[src/rtl/sys_array_pkg.sv]
// sys_array_pkg -- shared types and default sizing for the systolic-array
// sequencer slice.
//   seq_state_t     : sequencer phase encoding (IDLE, LOAD, FEED, DRAIN, DONE)
//   DEF_DATA_WIDTH  : default width of one weight/input element
//   DEF_ARRAY_SIZE  : default array dimension N (N x N cells)
//   DEF_ROWS_W      : default width of the job row-count operand
package sys_array_pkg;

  localparam int DEF_DATA_WIDTH = 8;
  localparam int DEF_ARRAY_SIZE = 4;
  localparam int DEF_ROWS_W     = 8;

  typedef enum logic [2:0] {
    ST_IDLE  = 3'd0,
    ST_LOAD  = 3'd1,
    ST_FEED  = 3'd2,
    ST_DRAIN = 3'd3,
    ST_DONE  = 3'd4
  } seq_state_t;

endpackage

[src/rtl/sys_array_skew.sv]
// sys_array_skew -- per-lane delay line that builds the diagonal wavefront
// entering the systolic array. Lane i is delayed by exactly i cycles, so
// lane 0 is a combinational pass-through.
// Ports:
//   clk      in   clock, posedge
//   reset_n  in   synchronous active-low clear of every delay stage
//   din      in   LANES*WIDTH  unskewed row, lane i at [i*WIDTH +: WIDTH]
//   dout     out  LANES*WIDTH  skewed row
module sys_array_skew
  import sys_array_pkg::*;
#(
  parameter int WIDTH = DEF_DATA_WIDTH,
  parameter int LANES = DEF_ARRAY_SIZE
) (
  input  logic                   clk,
  input  logic                   reset_n,
  input  logic [LANES*WIDTH-1:0] din,
  output logic [LANES*WIDTH-1:0] dout
);

  for (genvar i = 0; i < LANES; i++) begin : g_lane
    if (i == 0) begin : g_pass
      assign dout[WIDTH-1:0] = din[WIDTH-1:0];
    end else begin : g_dly
      logic [WIDTH-1:0] pipe [i];

      // Shift this lane's element through i stages; a reset empties the
      // whole line so no stale data reaches the array after an abort.
      always_ff @(posedge clk) begin
        if (!reset_n) begin
          for (int k = 0; k < i; k++) begin
            pipe[k] <= '0;
          end
        end else begin
          pipe[0] <= din[i*WIDTH +: WIDTH];
          for (int k = 1; k < i; k++) begin
            pipe[k] <= pipe[k-1];
          end
        end
      end

      assign dout[i*WIDTH +: WIDTH] = pipe[i-1];
    end
  end

endmodule

[src/rtl/sys_array_seq.sv]
// sys_array_seq -- job sequencer for an N x N weight-stationary systolic array.
// A job loads N weight rows, streams rows_num input rows through a skew line,
// drains the array for 2N-1 cycles and pulses done.
// Ports:
//   clk, reset_n              clock (posedge) and synchronous active-low reset
//   start, rows_num           begin a job (IDLE only); row count captured with start
//   busy, done                busy outside IDLE; one-cycle done at job end
//   param_valid/param_ready   weight-row handshake, param_row carries the row
//   param_load, param_data    weight-load strobe and row to the array top edge
//   data_valid/data_ready     input-row handshake, data_row carries the row
//   array_in                  skewed input row (lane i delayed i cycles)
//   res_valid                 bit j marks a valid result on array column j
//   busy_cycles               (only with SYS_ARRAY_SEQ_PERF_EN) saturating
//                             count of cycles from start acceptance to DONE
module sys_array_seq
  import sys_array_pkg::*;
#(
  parameter int DATA_WIDTH = DEF_DATA_WIDTH,
  parameter int ARRAY_SIZE = DEF_ARRAY_SIZE,
  parameter int ROWS_W     = DEF_ROWS_W
) (
  input  logic                           clk,
  input  logic                           reset_n,
  input  logic                           start,
  input  logic [ROWS_W-1:0]              rows_num,
  output logic                           busy,
  output logic                           done,
  input  logic                           param_valid,
  output logic                           param_ready,
  input  logic [ARRAY_SIZE*DATA_WIDTH-1:0] param_row,
  output logic                           param_load,
  output logic [ARRAY_SIZE*DATA_WIDTH-1:0] param_data,
  input  logic                           data_valid,
  output logic                           data_ready,
  input  logic [ARRAY_SIZE*DATA_WIDTH-1:0] data_row,
  output logic [ARRAY_SIZE*DATA_WIDTH-1:0] array_in,
  output logic [ARRAY_SIZE-1:0]          res_valid
`ifdef SYS_ARRAY_SEQ_PERF_EN
  ,
  output logic [31:0]                    busy_cycles
`endif
);

  localparam int ROW_BITS = ARRAY_SIZE * DATA_WIDTH;
  localparam int BEAT_W   = $clog2(ARRAY_SIZE) + 1;
  localparam int DRAIN_W  = $clog2(2 * ARRAY_SIZE);
  localparam int VLD_LEN  = 2 * ARRAY_SIZE - 1;

  seq_state_t          state_q, state_d;
  logic [ROWS_W-1:0]   rows_left_q;
  logic [BEAT_W-1:0]   beat_cnt_q;
  logic [DRAIN_W-1:0]  drain_cnt_q;
  logic [VLD_LEN-1:0]  vld_sr;
  logic                param_acc;
  logic                data_acc;
  logic                last_beat;
  logic                last_row;
  logic                last_drain;
  logic [ROW_BITS-1:0] skew_in;

  // Handshakes are only honoured in the phase that owns them, so a valid on
  // the other channel is silently ignored.
  assign param_acc  = (state_q == ST_LOAD) && param_valid;
  assign data_acc   = (state_q == ST_FEED) && data_valid;
  assign last_beat  = param_acc && (beat_cnt_q == BEAT_W'(ARRAY_SIZE - 1));
  assign last_row   = data_acc && (rows_left_q == ROWS_W'(1));
  assign last_drain = (drain_cnt_q == DRAIN_W'(2 * ARRAY_SIZE - 2));

  assign busy        = (state_q != ST_IDLE);
  assign done        = (state_q == ST_DONE);
  assign param_ready = (state_q == ST_LOAD);
  assign data_ready  = (state_q == ST_FEED);
  assign param_load  = param_acc;
  assign param_data  = param_acc ? param_row : '0;
  assign skew_in     = data_acc ? data_row : '0;

  // State register.
  always_ff @(posedge clk) begin
    if (!reset_n) begin
      state_q <= ST_IDLE;
    end else begin
      state_q <= state_d;
    end
  end

  // Next-state logic; a zero-row job skips straight from LOAD to DONE.
  always_comb begin
    state_d = state_q;
    case (state_q)
      ST_IDLE:  if (start) state_d = ST_LOAD;
      ST_LOAD:  if (last_beat) state_d = (rows_left_q == '0) ? ST_DONE : ST_FEED;
      ST_FEED:  if (last_row) state_d = ST_DRAIN;
      ST_DRAIN: if (last_drain) state_d = ST_DONE;
      ST_DONE:  state_d = ST_IDLE;
      default:  state_d = ST_IDLE;
    endcase
  end

  // Job counters. Rows count down from the latched value so the maximum
  // row count never needs a counter wider than ROWS_W.
  always_ff @(posedge clk) begin
    if (!reset_n) begin
      rows_left_q <= '0;
      beat_cnt_q  <= '0;
      drain_cnt_q <= '0;
    end else begin
      case (state_q)
        ST_IDLE: begin
          if (start) begin
            rows_left_q <= rows_num;
          end
          beat_cnt_q  <= '0;
          drain_cnt_q <= '0;
        end
        ST_LOAD: begin
          if (param_acc) begin
            beat_cnt_q <= beat_cnt_q + BEAT_W'(1);
          end
        end
        ST_FEED: begin
          if (data_acc) begin
            rows_left_q <= rows_left_q - ROWS_W'(1);
          end
        end
        ST_DRAIN: begin
          drain_cnt_q <= drain_cnt_q + DRAIN_W'(1);
        end
        default: begin
          beat_cnt_q <= '0;
        end
      endcase
    end
  end

  // Accepted-beat flags ride a plain shift register; vld_sr[k] is the flag
  // delayed k+1 cycles, so column j taps the flag delayed N+j cycles.
  always_ff @(posedge clk) begin
    if (!reset_n) begin
      vld_sr <= '0;
    end else begin
      vld_sr[0] <= data_acc;
      for (int k = 1; k < VLD_LEN; k++) begin
        vld_sr[k] <= vld_sr[k-1];
      end
    end
  end

  // Column taps of the valid pipeline.
  always_comb begin
    res_valid = '0;
    for (int j = 0; j < ARRAY_SIZE; j++) begin
      res_valid[j] = vld_sr[ARRAY_SIZE + j - 1];
    end
  end

  sys_array_skew #(
    .WIDTH (DATA_WIDTH),
    .LANES (ARRAY_SIZE)
  ) u_skew (
    .clk     (clk),
    .reset_n (reset_n),
    .din     (skew_in),
    .dout    (array_in)
  );

`ifdef SYS_ARRAY_SEQ_PERF_EN
  // Busy-cycle counter: cleared when a job is accepted, counts every busy
  // cycle (so the final value includes the DONE cycle), then holds in IDLE.
  always_ff @(posedge clk) begin
    if (!reset_n) begin
      busy_cycles <= '0;
    end else if ((state_q == ST_IDLE) && start) begin
      busy_cycles <= '0;
    end else if (busy && (busy_cycles != '1)) begin
      busy_cycles <= busy_cycles + 32'd1;
    end
  end
`endif

endmodule

[config.mk]
export PLATFORM = sky130hd
export DESIGN_NAME = sys_array_seq
export DESIGN_NICKNAME = d
export VERILOG_FILES = /design/src/rtl/sys_array_pkg.sv /design/src/rtl/sys_array_skew.sv /design/src/rtl/sys_array_seq.sv
export SDC_FILE = /design/constraint.sdc
export NUM_CORES = 1
export LEC_CHECK = 0
export CORE_UTILIZATION = 30
export CTS_CLUSTER_DIAMETER = 60
export DETAILED_ROUTE_END_ITERATION = 7
export SKIP_LAST_GASP = 1
export SLEW_MARGIN = 20
export SYNTH_ARGS = -nofsm -noshare
export SYNTH_HDL_FRONTEND = slang
export SYNTH_SLANG_ARGS = --single-unit
export TNS_END_PERCENT = 100
[constraint.sdc]
create_clock -name clk -period 3.83 [get_ports clk]
set_input_delay 0.5745 -clock clk [delete_from_list [all_inputs] [get_ports clk]]
set_output_delay 0.5745 -clock clk [all_outputs]
set_load 0.05 [all_outputs]
==> results.md, run 1 <==
- Gate count of the mapped netlist: 322
- Final setup margin: approximately 0.46 ns
- Pre-CTS WS: between 0.5 and 0.6 ns
- Number of cells traversed by the worst register-to-register path: 4
- Height of the chip: 101.8 µm
- Count of flip-flops with a built-in enable after synthesis: 0
- Post-Route Skew: 0.01240 ns
- Flip-flop and latch area: roughly 1400 µm²
- Setup-violating endpoint count in the final report: 0
- Async set-or-reset flop fraction in the synthesized netlist: 0%
- PortBufs: 149
- Slew @ Worst Pin: 0.8932 ns
- Source-to-sink clock delay at the later pin of the worst-skew pair: 0.34 ns
- Residual DRC: 0
- Worst min-delay path category: reg -> reg
- Total leakage power: 1.934 nW
- Met2 Use GR: a little over a fifth
- Largest driver fanout on the critical path: 17
- Cell with the most instances after synthesis: sky130_fd_sc_hd__dfxtp_1
- Worst slew margin: 40.27%
- Cell row count: 36
- Clk sinks: 72
- Chip Width: around 100 µm
- Total routed wirelength: 7245 µm
- Clock transition time at the flip-flop clock pins of the worst setup and hold paths: around 0.080 ns
- Number of maximum-capacitance constraint violations: 0
- Starting DRC count in detailed routing: 87
- Met1 layer usage reported by global route: around 17%
- Buffer depth of the longest clock path: 2
- WHS Path Cells: 1
- Layout area overhead: 55.10%
- Sequential cell area fraction in the yosys report: about half
- Cell area after technology mapping: 2990 µm²
- Most frequent cells after synthesis: 72 x sky130_fd_sc_hd__dfxtp_1, 58 x sky130_fd_sc_hd__and2_1, 43 x sky130_fd_sc_hd__and3_1
- Crit Path Class: reg -> out
- Leading area contributor after synthesis: sky130_fd_sc_hd__dfxtp_1
- Filler Cell Count: 936
- Average vias per placed instance: 4.385
- Critical Path Sink Type: output port
- Total of flip-flops plus latches after synthesis: 72
- WP data arrival: 2.80 ns
- Post-Synthesis Net Count: 406
- Wire length of the first global-routing pass: 10,980 µm
- Via Count: about 2,600
- GRT Util Overall: 13.65%
- Number of hold violations in the final report: 0
- Category of the worst setup path launch point: flop
- Core box area: around 9700 µm²
- RSZ-0062 raised after global routing: no
- Run status: finished, final reports clean
- Overall die area: 10,370 µm²
- Effective utilization at floorplan: 30.74%
- Final antenna-violating net count: 0
- Detailed placement HPWL: 5038 µm
- Critical Path RT: 3.26 ns
- Cell Pwr Density: between 300 and 400 nW/µm²
- Number of detailed-route iterations in the first pass: 4
- Count of nets after finishing: 528
- Yosys Warn Count: 0
- Number of antenna repair diodes: 0
- Final Wtd Congestion: roughly 0.77
- Root Buffer Master: sky130_fd_sc_hd__clkbuf_8
- PnR Total Power: 1.836 mW
- Number of buffers created by CTS: 9
- H-tree depth: 3
- Antenna violations before repair: 0
- Final Slew Violations: 0
- Unique masters post-synth: 37
- Vias in the first global route: approximately 2,300
- Fraction of final layout cells with drive strength greater than 1: 5.568%
- Maximum vdd drop: 0.2078 mV
- Max Clock Freq: 296.4 MHz
- Total Negative Setup Slacks: 0 ns
- Syn Area/Cell: roughly 9.3 µm²
- GRT busiest layer: met2
- Share of Yosys cell area claimed by the top area cell type: 48.20%
- Largest net degree at the start of global routing: 48
- Final cycle utilization of the critical path: about nine tenths
- Resize count post-CTS: 0
- Biggest area contributors in the synthesized netlist: sky130_fd_sc_hd__dfxtp_1 48%, sky130_fd_sc_hd__and2_1 12%, sky130_fd_sc_hd__and3_1 9.0%
- Met3 routing resource usage after global routing: 5.882%
- Minimum setup slack among reg-to-reg paths: 1.65 ns
- Number of buffers inserted by hold repair at cts: 0
- Boundary Pins: 150
- Clock period minus worst slack: 3.374 ns
- Post CTS Setup Buffer Count: 0
- Primary flip-flop cell chosen by synthesis mapping: sky130_fd_sc_hd__dfxtp_1
- GRT Residual Overflow: 0
- TritonCTS clock tree: built
- Routed wire per std cell: 12.45 µm
- Multi-input logic area: 1272 µm²
-- logic make-up after synthesis --
group	Yosys count	share of synthesized area, %
fa+ha+maj	7	2.929
flops	72	48.20
mux	1	0.3347
compound gates	43	9.623
simple gates	148	29.50
buf+inv	51	9.414
-- worst max-delay path, stage by stage (launching register included) --
cell and delay [ns]:
sky130_fd_sc_hd__dfxtp_1 0.45, sky130_fd_sc_hd__or3b_1 0.67, sky130_fd_sc_hd__inv_2 0.33, sky130_fd_sc_hd__and3_1 0.22, sky130_fd_sc_hd__clkdlybuf4s50_1 0.80
-- stage by stage --
step | hold WS, ns | cells | util, % | cell area, µm²
global route | 0.4499 | 582 | 47.67 | 4638
CTS | 0.4293 | 582 | 47.67 | 4638
floorplan | 0.4119 | 322 | - | 2990
detailed placement | 0.4169 | 566 | 45.59 | 4436
global placement | 0.4142 | 566 | 45.59 | 4436
finish | 0.4279 | 582 | 47.67 | 4638
-- per-layer routing --
metal	routed length [µm]	up-vias
met5	0	-
met4	100	0
met3	536	10
met2	3380	76
met1	3228	1164
li1	-	1302
-- worst paths after layout --
check / to / startpoint
worst max-delay path: array_in[0] / state_q[0]
worst min-delay path: u_skew.g_lane[3].g_dly.pipe[0][15] / u_skew.g_lane[3].g_dly.pipe[0][7]
worst max register to register: u_skew.g_lane[2].g_dly.pipe[0][0] / state_q[0]
worst min register to register: u_skew.g_lane[3].g_dly.pipe[0][15] / u_skew.g_lane[3].g_dly.pipe[0][7]
-- sequential cells by signal (all words and copies together), names as in the netlist --
signal and count:
vld_sr 7, state_q 3, beat_cnt_q 3, drain_cnt_q 3, rows_left_q 8, u_skew.g_lane.g_dly.pipe 48
-- cells in the final DEF, fill, tap and decap left out, types with 3 or more instances in the layout --
cell type	n
sky130_fd_sc_hd__clkdlybuf4s50_1	149
sky130_fd_sc_hd__nand3_1	3
sky130_fd_sc_hd__nor2_1	6
sky130_fd_sc_hd__a21oi_1	6
sky130_fd_sc_hd__or3_1	3
sky130_fd_sc_hd__o31a_1	4
sky130_fd_sc_hd__a21boi_0	7
sky130_fd_sc_hd__ha_1	7
sky130_fd_sc_hd__o22ai_1	3
sky130_fd_sc_hd__o21ai_0	9
sky130_fd_sc_hd__a211oi_1	3
sky130_fd_sc_hd__clkbuf_8	10
sky130_fd_sc_hd__nand2b_1	4
sky130_fd_sc_hd__o21a_1	3
sky130_fd_sc_hd__inv_1	8
sky130_fd_sc_hd__nor3_1	5
sky130_fd_sc_hd__nand2_1	15
sky130_fd_sc_hd__nor3b_1	3
sky130_fd_sc_hd__buf_4	4
sky130_fd_sc_hd__and2_1	58
sky130_fd_sc_hd__dfxtp_1	72
sky130_fd_sc_hd__and3_1	43
-- report_power, final --
group	leakage [nW]	internal [mW]	switching [mW]
Combinational	1.25	0.191	0.247
Sequential	0.582	0.769	0.0224
Clock	0.103	0.321	0.286
Total	1.93	1.28	0.555
-- final cells by class --
cell class	count	share of cell area, %
tap	133	3.588
clock inverter	6	1.403
inverter	9	0.7284
multi-input combinational	199	27.43
sequential	72	31.08
clock buffer	10	2.967
timing repair buffer	153	32.80
(Power assumes the default switching activity.)
==> run 2, diff against run 1 <==
--- a/config.mk
+++ b/config.mk
@@ -5,9 +5,12 @@
 export SDC_FILE = /design/constraint.sdc
 export NUM_CORES = 1
 export LEC_CHECK = 0
+export ABC_CLOCK_PERIOD_IN_PS = 3830
+export CORE_MARGIN = 5
 export CORE_UTILIZATION = 30
 export CTS_CLUSTER_DIAMETER = 60
 export DETAILED_ROUTE_END_ITERATION = 7
+export REMOVE_ABC_BUFFERS = 1
 export SKIP_LAST_GASP = 1
 export SLEW_MARGIN = 20
 export SYNTH_ARGS = -nofsm -noshare
==> run 2 against run 1 <==
Largest cell class unchanged. Via count is 0.12% lower. Register-to-register slack lost 0.05 ns. Maximum frequency shrank 1.5%.
==> results.md, run 2 (synthesis gave the netlist of run 1 again) <==
- Combinational Power Share: around a quarter
- Critical Path RT: 3.26 ns
- Switching power total: 0.5547 mW
- Post-Route Skew: 0.01005 ns
- Detailed placement HPWL: 5631 µm
- Number of hold violations in the final report: 0
- Residual DRC: 0
- Pre-CTS WS: 0.5543 ns
- Resize count post-CTS: 0
- Critical Path Source: state_q[1]
- R2r endpoint: u_skew.g_lane[1].g_dly.pipe[0][0]
- Maximum vdd drop: 0.2368 mV
- Number of detailed-route iterations in the first pass: 4
- Fraction of final layout cells with drive strength greater than 1: 5.556%
- Number of antenna repair diodes: 0
- Final core area utilization: 47.67%
- PnR Total Power: 1.819 mW
- Largest net degree at the start of global routing: 40
- Chip Width: 109.8 µm
- Final Wtd Congestion: roughly 0.73
- Total routed wirelength: approximately 7600 µm
- Final cycle utilization of the critical path: about nine tenths
- Total Negative Setup Slacks: 0 ns
- Number of maximum-capacitance constraint violations: 0
- Source-to-sink clock delay at the later pin of the worst-skew pair: 0.34 ns
- Largest registers: u_skew.g_lane.g_dly.pipe x48, rows_left_q x8, vld_sr x7
- WP data arrival: 2.85 ns
- Number of cells traversed by the worst register-to-register path: 4
- Final antenna-violating net count: 0
- Number of flip-flops in the largest register: 48
- Number of buffers created by CTS: 9
- Leading cell type in the layout, fill and taps excluded: sky130_fd_sc_hd__clkdlybuf4s50_1
- Largest driver fanout on the critical path: 17
- Height of the chip: approximately 110 µm
- Clk sinks: 72
- Minimum setup slack among reg-to-reg paths: roughly 1.6 ns
- Layout area overhead: 55.10%
- Vias in the first global route: between 2,000 and 2,500
- TritonCTS clock tree: built
- Cell row count: 36
- Post CTS Setup Buffer Count: 0
- Max Clock Freq: 292.1 MHz
- Starting DRC count in detailed routing: 127
- Clock period minus worst slack: ~3.4 ns
- GRT Util Overall: 12.19%
- Root Buffer Master: sky130_fd_sc_hd__clkbuf_8
- Slew @ Worst Pin: 0.8677 ns
- Via Count: 2,549
- Worst min-delay path category: reg -> reg
- Crit Path Class: reg -> out
- Worst slew margin: 41.98%
- Sequential cell fraction of total power: a little over two fifths
- RSZ-0062 raised after global routing: no
- Buffer depth of the longest clock path: 2
- Most frequent cells in the layout: 149 x sky130_fd_sc_hd__clkdlybuf4s50_1, 72 x sky130_fd_sc_hd__dfxtp_1, 58 x sky130_fd_sc_hd__and2_1
- H-tree depth: 3
- Category of the worst setup path launch point: flop
- Setup-violating endpoint count in the final report: 0
- Average vias per placed instance: 4.372
- GRT Residual Overflow: 0
- Total leakage power: just under 2 nW
- Critical Path Sink: array_in[6]
- Critical Path Sink Type: output port
- Effective utilization at floorplan: a little over 30%
- Run status: finished, final reports clean
- Core box area: 9729 µm²
- Final Slew Violations: 0
- Relative contribution of the clock network to total power: 32.6%
- Boundary Pins: 150
- Worst hold slack across all endpoints: 0.4336 ns
- Register name with the most flops: u_skew.g_lane.g_dly.pipe
- Net switching fraction of the power: 30.50%
- Beginning of the worst register-to-register path: state_q[1]
- Count of nets after finishing: 529
- Wire length of the first global-routing pass: ~12,000 µm
- Clock transition time at the flip-flop clock pins of the worst setup and hold paths: 0.08 ns
- PortBufs: 149
- Cell Pwr Density: 392.1 nW/µm²
- Routed wire per std cell: between 10 and 15 µm
- Overall die area: around 12,000 µm²
- Internal power: 1.264 mW
- Antenna violations before repair: 0
- Final setup margin: 0.4060 ns
- Number of buffers inserted by hold repair at cts: 0
==> run 2: area by class of cell <==
type / count / area (µm²)
clock inverters: 6 / 67.56
well taps: 133 / 166.4
flip-flops and latches: 72 / 1441
multi-input cells: 199 / 1272
inverters: 9 / 33.78
fillers: 973 / 5091
repair buffers: 154 / 1529
clock buffers: 10 / 127.6
==> run 2: worst min path at each step <==
stage / from / depth (start not counted) / endpoint / slack (ns)
floorplan: u_skew.g_lane[2].g_dly.pipe[0][2] / 1 / u_skew.g_lane[2].g_dly.pipe[0][10] / 0.41
global placement: u_skew.g_lane[2].g_dly.pipe[0][4] / 1 / u_skew.g_lane[2].g_dly.pipe[0][12] / 0.41
detailed placement: vld_sr[0] / 1 / vld_sr[1] / 0.42
CTS: u_skew.g_lane[2].g_dly.pipe[0][0] / 1 / u_skew.g_lane[2].g_dly.pipe[0][8] / 0.43
global route: u_skew.g_lane[2].g_dly.pipe[0][0] / 1 / u_skew.g_lane[2].g_dly.pipe[0][8] / 0.44
finish: vld_sr[0] / 1 / vld_sr[1] / 0.43
==> run 2: metal layers <==
metal / routed length [µm] / GRT usage (%)
met5: 0 / 0
met4: 69 / 3.473
met3: 701 / 6.342
met2: 3803 / 19.41
met1: 3064 / 14.27
==> run 2: power by group through the flow <==
stage,Combinational (mW),Sequential [mW],Clock (mW)
after floorplan,0.239,0.811,0
final,0.438,0.788,0.593
after global routing,0.473,0.792,0.657
after detailed placement,0.439,0.806,0
after global placement,0.436,0.805,0
after CTS,0.441,0.788,0.620
==> run 2: worst max-delay path, stage by stage (launching register included) <==
cell and delay (ns):
sky130_fd_sc_hd__dfxtp_1 0.55, sky130_fd_sc_hd__or3b_1 0.63, sky130_fd_sc_hd__inv_2 0.32, sky130_fd_sc_hd__and3_1 0.19, sky130_fd_sc_hd__clkdlybuf4s50_1 0.81
==> run 2: stage by stage <==
step,cells,cell area [µm²]
after CTS,583,4638
after global placement,567,4443
after floorplan,280,2743
final,583,4638
after detailed placement,567,4443
after global routing,583,4638
==> run 3, diff against run 2 <==
--- a/config.mk
+++ b/config.mk
@@ -5,11 +5,13 @@
 export SDC_FILE = /design/constraint.sdc
 export NUM_CORES = 1
 export LEC_CHECK = 0
+export ABC_AREA = 1
 export ABC_CLOCK_PERIOD_IN_PS = 3830
 export CORE_MARGIN = 5
-export CORE_UTILIZATION = 30
+export CORE_UTILIZATION = 45
 export CTS_CLUSTER_DIAMETER = 60
 export DETAILED_ROUTE_END_ITERATION = 7
+export PLACE_DENSITY = 0.95
 export REMOVE_ABC_BUFFERS = 1
 export SKIP_LAST_GASP = 1
 export SLEW_MARGIN = 20
==> run 3 against run 2 <==
Total power grew 42%. Largest power group is now combinational cells. Maximum frequency grew 13%. Non-clock buffer count shrank 4. Sequential share of layout area shrank 2.2 points. Register-to-register slack gained 0.56 ns.
==> results.md, run 3 <==
- Share of Yosys cell area claimed by the top area cell type: 42.65%
- Via Count: 2,872
- Cell Pwr Density: between 500 and 600 nW/µm²
- Final Slew Violations: 0
- Syn Area/Cell: between 7 and 8 µm²
- Unique masters post-synth: 31
- Root Buffer Master: sky130_fd_sc_hd__clkbuf_8
- Filler Cell Count: 598
- Source-to-sink clock delay at the later pin of the worst-skew pair: approximately 0.33 ns
- Number of maximum-capacitance constraint violations: 0
- RSZ-0062 raised after global routing: no
- Largest net degree at the start of global routing: 38
- Most frequent cells after synthesis: 118 x sky130_fd_sc_hd__inv_1, 72 x sky130_fd_sc_hd__dfxtp_1, 66 x sky130_fd_sc_hd__nand2_1
- Sequential cell area fraction in the yosys report: 42.65%
- Overall die area: 9343 µm²
- Buffer depth of the longest clock path: 2
- Total Negative Setup Slacks: 0 ns
- Starting DRC count in detailed routing: 88
- Yosys Warn Count: 0
- Clock transition time at the flip-flop clock pins of the worst setup and hold paths: about 0.08 ns
- Count of nets after finishing: 657
- Placed cell area: 4742 µm²
- Number of buffers inserted by hold repair at cts: 0
- Resize count post-CTS: 0
- Category of the worst setup path launch point: primary input
- Final Wtd Congestion: 0.8897
- Residual DRC: 0
- Antenna violations before repair: 0
- Maximum vdd drop: between 0.3 and 0.4 mV
- Gate count of the mapped netlist: 444
- Crit Path Class: in -> out
- Final antenna-violating net count: 0
- Average vias per placed instance: 4.242
- Max Clock Freq: 330.0 MHz
- Clk sinks: around 70
- Number of flip-flops in the largest register: 48
- Biggest area contributors in the synthesized netlist: sky130_fd_sc_hd__dfxtp_1 43%, sky130_fd_sc_hd__inv_1 13%, sky130_fd_sc_hd__nor2_4 8.0%
- Setup-violating endpoint count in the final report: 0
- Total leakage power: 2.486 nW
- Critical Path Sink Type: output port
- Post CTS Setup Buffer Count: 0
- Cell with the most instances after synthesis: sky130_fd_sc_hd__inv_1
- Leading cell type in the layout, fill and taps excluded: sky130_fd_sc_hd__clkdlybuf4s50_1
- Count of flip-flops with a built-in enable after synthesis: 0
- PnR Total Power: about 2.6 mW
- Worst slew margin: roughly three fifths
- Routed wire per std cell: roughly 12 µm
- GRT Residual Overflow: 0
- Leading area contributor after synthesis: sky130_fd_sc_hd__dfxtp_1
- Wire length of the first global-routing pass: 13,190 µm
- Final cycle utilization of the critical path: about four fifths
- Detailed placement HPWL: 6234 µm
- Number of buffers created by CTS: 9
- Height of the chip: 96.66 µm
- Critical Path RT: 3.26 ns
- Vias in the first global route: ~2,800
- Async set-or-reset flop fraction in the synthesized netlist: 0%
- Cell area after technology mapping: 3379 µm²
- H-tree depth: 3
- Number of antenna repair diodes: 0
- Run status: finished, final reports clean
- Register name with the most flops: u_skew.g_lane.g_dly.pipe
- Largest driver fanout on the critical path: 32
- Layout area overhead: 47.50%
- Fraction of final layout cells with drive strength greater than 1: around a tenth
- GRT Util Overall: 16.83%
- Clock period minus worst slack: between 3 and 4 ns
- Total of flip-flops plus latches after synthesis: just over 70
- WP data arrival: about 2.5 ns
- Post-Route Skew: 0.007584 ns
- Worst min-delay path category: reg -> reg
- Number of detailed-route iterations in the first pass: 4
- Design area: 4985 µm²
- Largest registers: u_skew.g_lane.g_dly.pipe x48, rows_left_q x8, vld_sr x7
- TritonCTS clock tree: built
- Slew @ Worst Pin: 0.6123 ns
- PortBufs: 149
- Most frequent cells in the layout: 149 x sky130_fd_sc_hd__clkdlybuf4s50_1, 118 x sky130_fd_sc_hd__inv_1, 72 x sky130_fd_sc_hd__dfxtp_1
- Core box area: between 7000 and 8000 µm²
- Number of hold violations in the final report: 0
- Boundary Pins: 150
- Cell row count: 31
- Total routed wirelength: 7903 µm
- Primary flip-flop cell chosen by synthesis mapping: sky130_fd_sc_hd__dfxtp_1
- Chip Width: around 97 µm
- Effective utilization at floorplan: 46.35%
[run 3: changes by cell type after synthesis, moves of 10 or more]
cell                       before  now
sky130_fd_sc_hd__inv_1          8  118
sky130_fd_sc_hd__and2_1        58    0
sky130_fd_sc_hd__nand2_1       15   66
sky130_fd_sc_hd__nor2_1         6   56
sky130_fd_sc_hd__and3_1        43    0
sky130_fd_sc_hd__nor2_4         0   24
sky130_fd_sc_hd__a21oi_1        6   17
sky130_fd_sc_hd__clkbuf_1      14    4
[run 3: critical path: stages]
cell and delay (ns):
sky130_fd_sc_hd__clkdlybuf4s50_1 0.49, sky130_fd_sc_hd__inv_1 0.07, sky130_fd_sc_hd__nor2_4 0.11, sky130_fd_sc_hd__inv_2 0.19
sky130_fd_sc_hd__nor2_1 0.16, sky130_fd_sc_hd__clkdlybuf4s50_1 0.84
[run 3: power by group]
part | internal (mW) | switching (mW) | leakage [nW]
clock network | 0.438 | 0.280 | 0.117
logic | 0.347 | 0.658 | 1.79
registers | 0.813 | 0.0542 | 0.582
[run 3: final timing paths]
check,startpoint,to,slack [ns],cells after the start
worst max-delay path,param_valid,param_data[14],0.80,6
worst min-delay path,u_skew.g_lane[2].g_dly.pipe[0][3],u_skew.g_lane[2].g_dly.pipe[0][11],0.41,2
worst max register to register,state_q[2],u_skew.g_lane[1].g_dly.pipe[0][7],2.16,7
worst min register to register,u_skew.g_lane[2].g_dly.pipe[0][3],u_skew.g_lane[2].g_dly.pipe[0][11],0.41,2
[run 3: layout make-up]
| class | count | area (µm²) | area share, % |
|---|---|---|---|
| clock buffer | 10 | 127.6 | 2.560 |
| clock inverter | 6 | 115.1 | 2.309 |
| inverter | 123 | 466.7 | 9.362 |
| multi-input combinational | 217 | 1211 | 24.30 |
| sequential | 72 | 1441 | 28.92 |
| tap | 99 | 123.9 | 2.485 |
| timing repair buffer | 150 | 1499 | 30.07 |
[run 3: per-layer routing]
| layer | track usage, % | wire (µm) | vias up |
|---|---|---|---|
| met5 | 0 | 0 | - |
| met4 | 5.184 | 68 | 0 |
| met3 | 6.403 | 733 | 8 |
| met2 | 29.62 | 3916 | 122 |
| met1 | 18.71 | 3184 | 1239 |
| li1 | - | - | 1503 |
[run 3: stage by stage]
| stage | hold slack (ns) | instances | worst slack, ns | utilization (%) |
|---|---|---|---|---|
| 4_1_cts | 0.4147 | 677 | 0.7568 | 68.36 |
| 6_report | 0.4105 | 677 | 0.7999 | 68.36 |
| 3_5_place_dp | 0.3975 | 661 | 0.7592 | 65.03 |
| 3_3_place_gp | 0.3931 | 661 | 0.8593 | 65.03 |
| 5_1_grt | 0.4380 | 677 | 0.6097 | 68.36 |
| 2_1_floorplan | 0.3900 | 412 | 1.328 | - |
[run 3: kinds of logic (layout without fill, tap and decap cells)]
| logic type | after synthesis | after routing | synth area share (%) |
|---|---|---|---|
| AND/OR/NAND/NOR | 172 | 172 | 27.06 |
| buffers and inverters | 155 | 289 | 21.51 |
| flip-flops | 72 | 72 | 42.65 |
| AO/OA/AOI/OAI | 36 | 36 | 5.665 |
| adder cells (fa/ha/maj) | 7 | 7 | 2.592 |
| XOR/XNOR | 2 | 2 | 0.5184 |
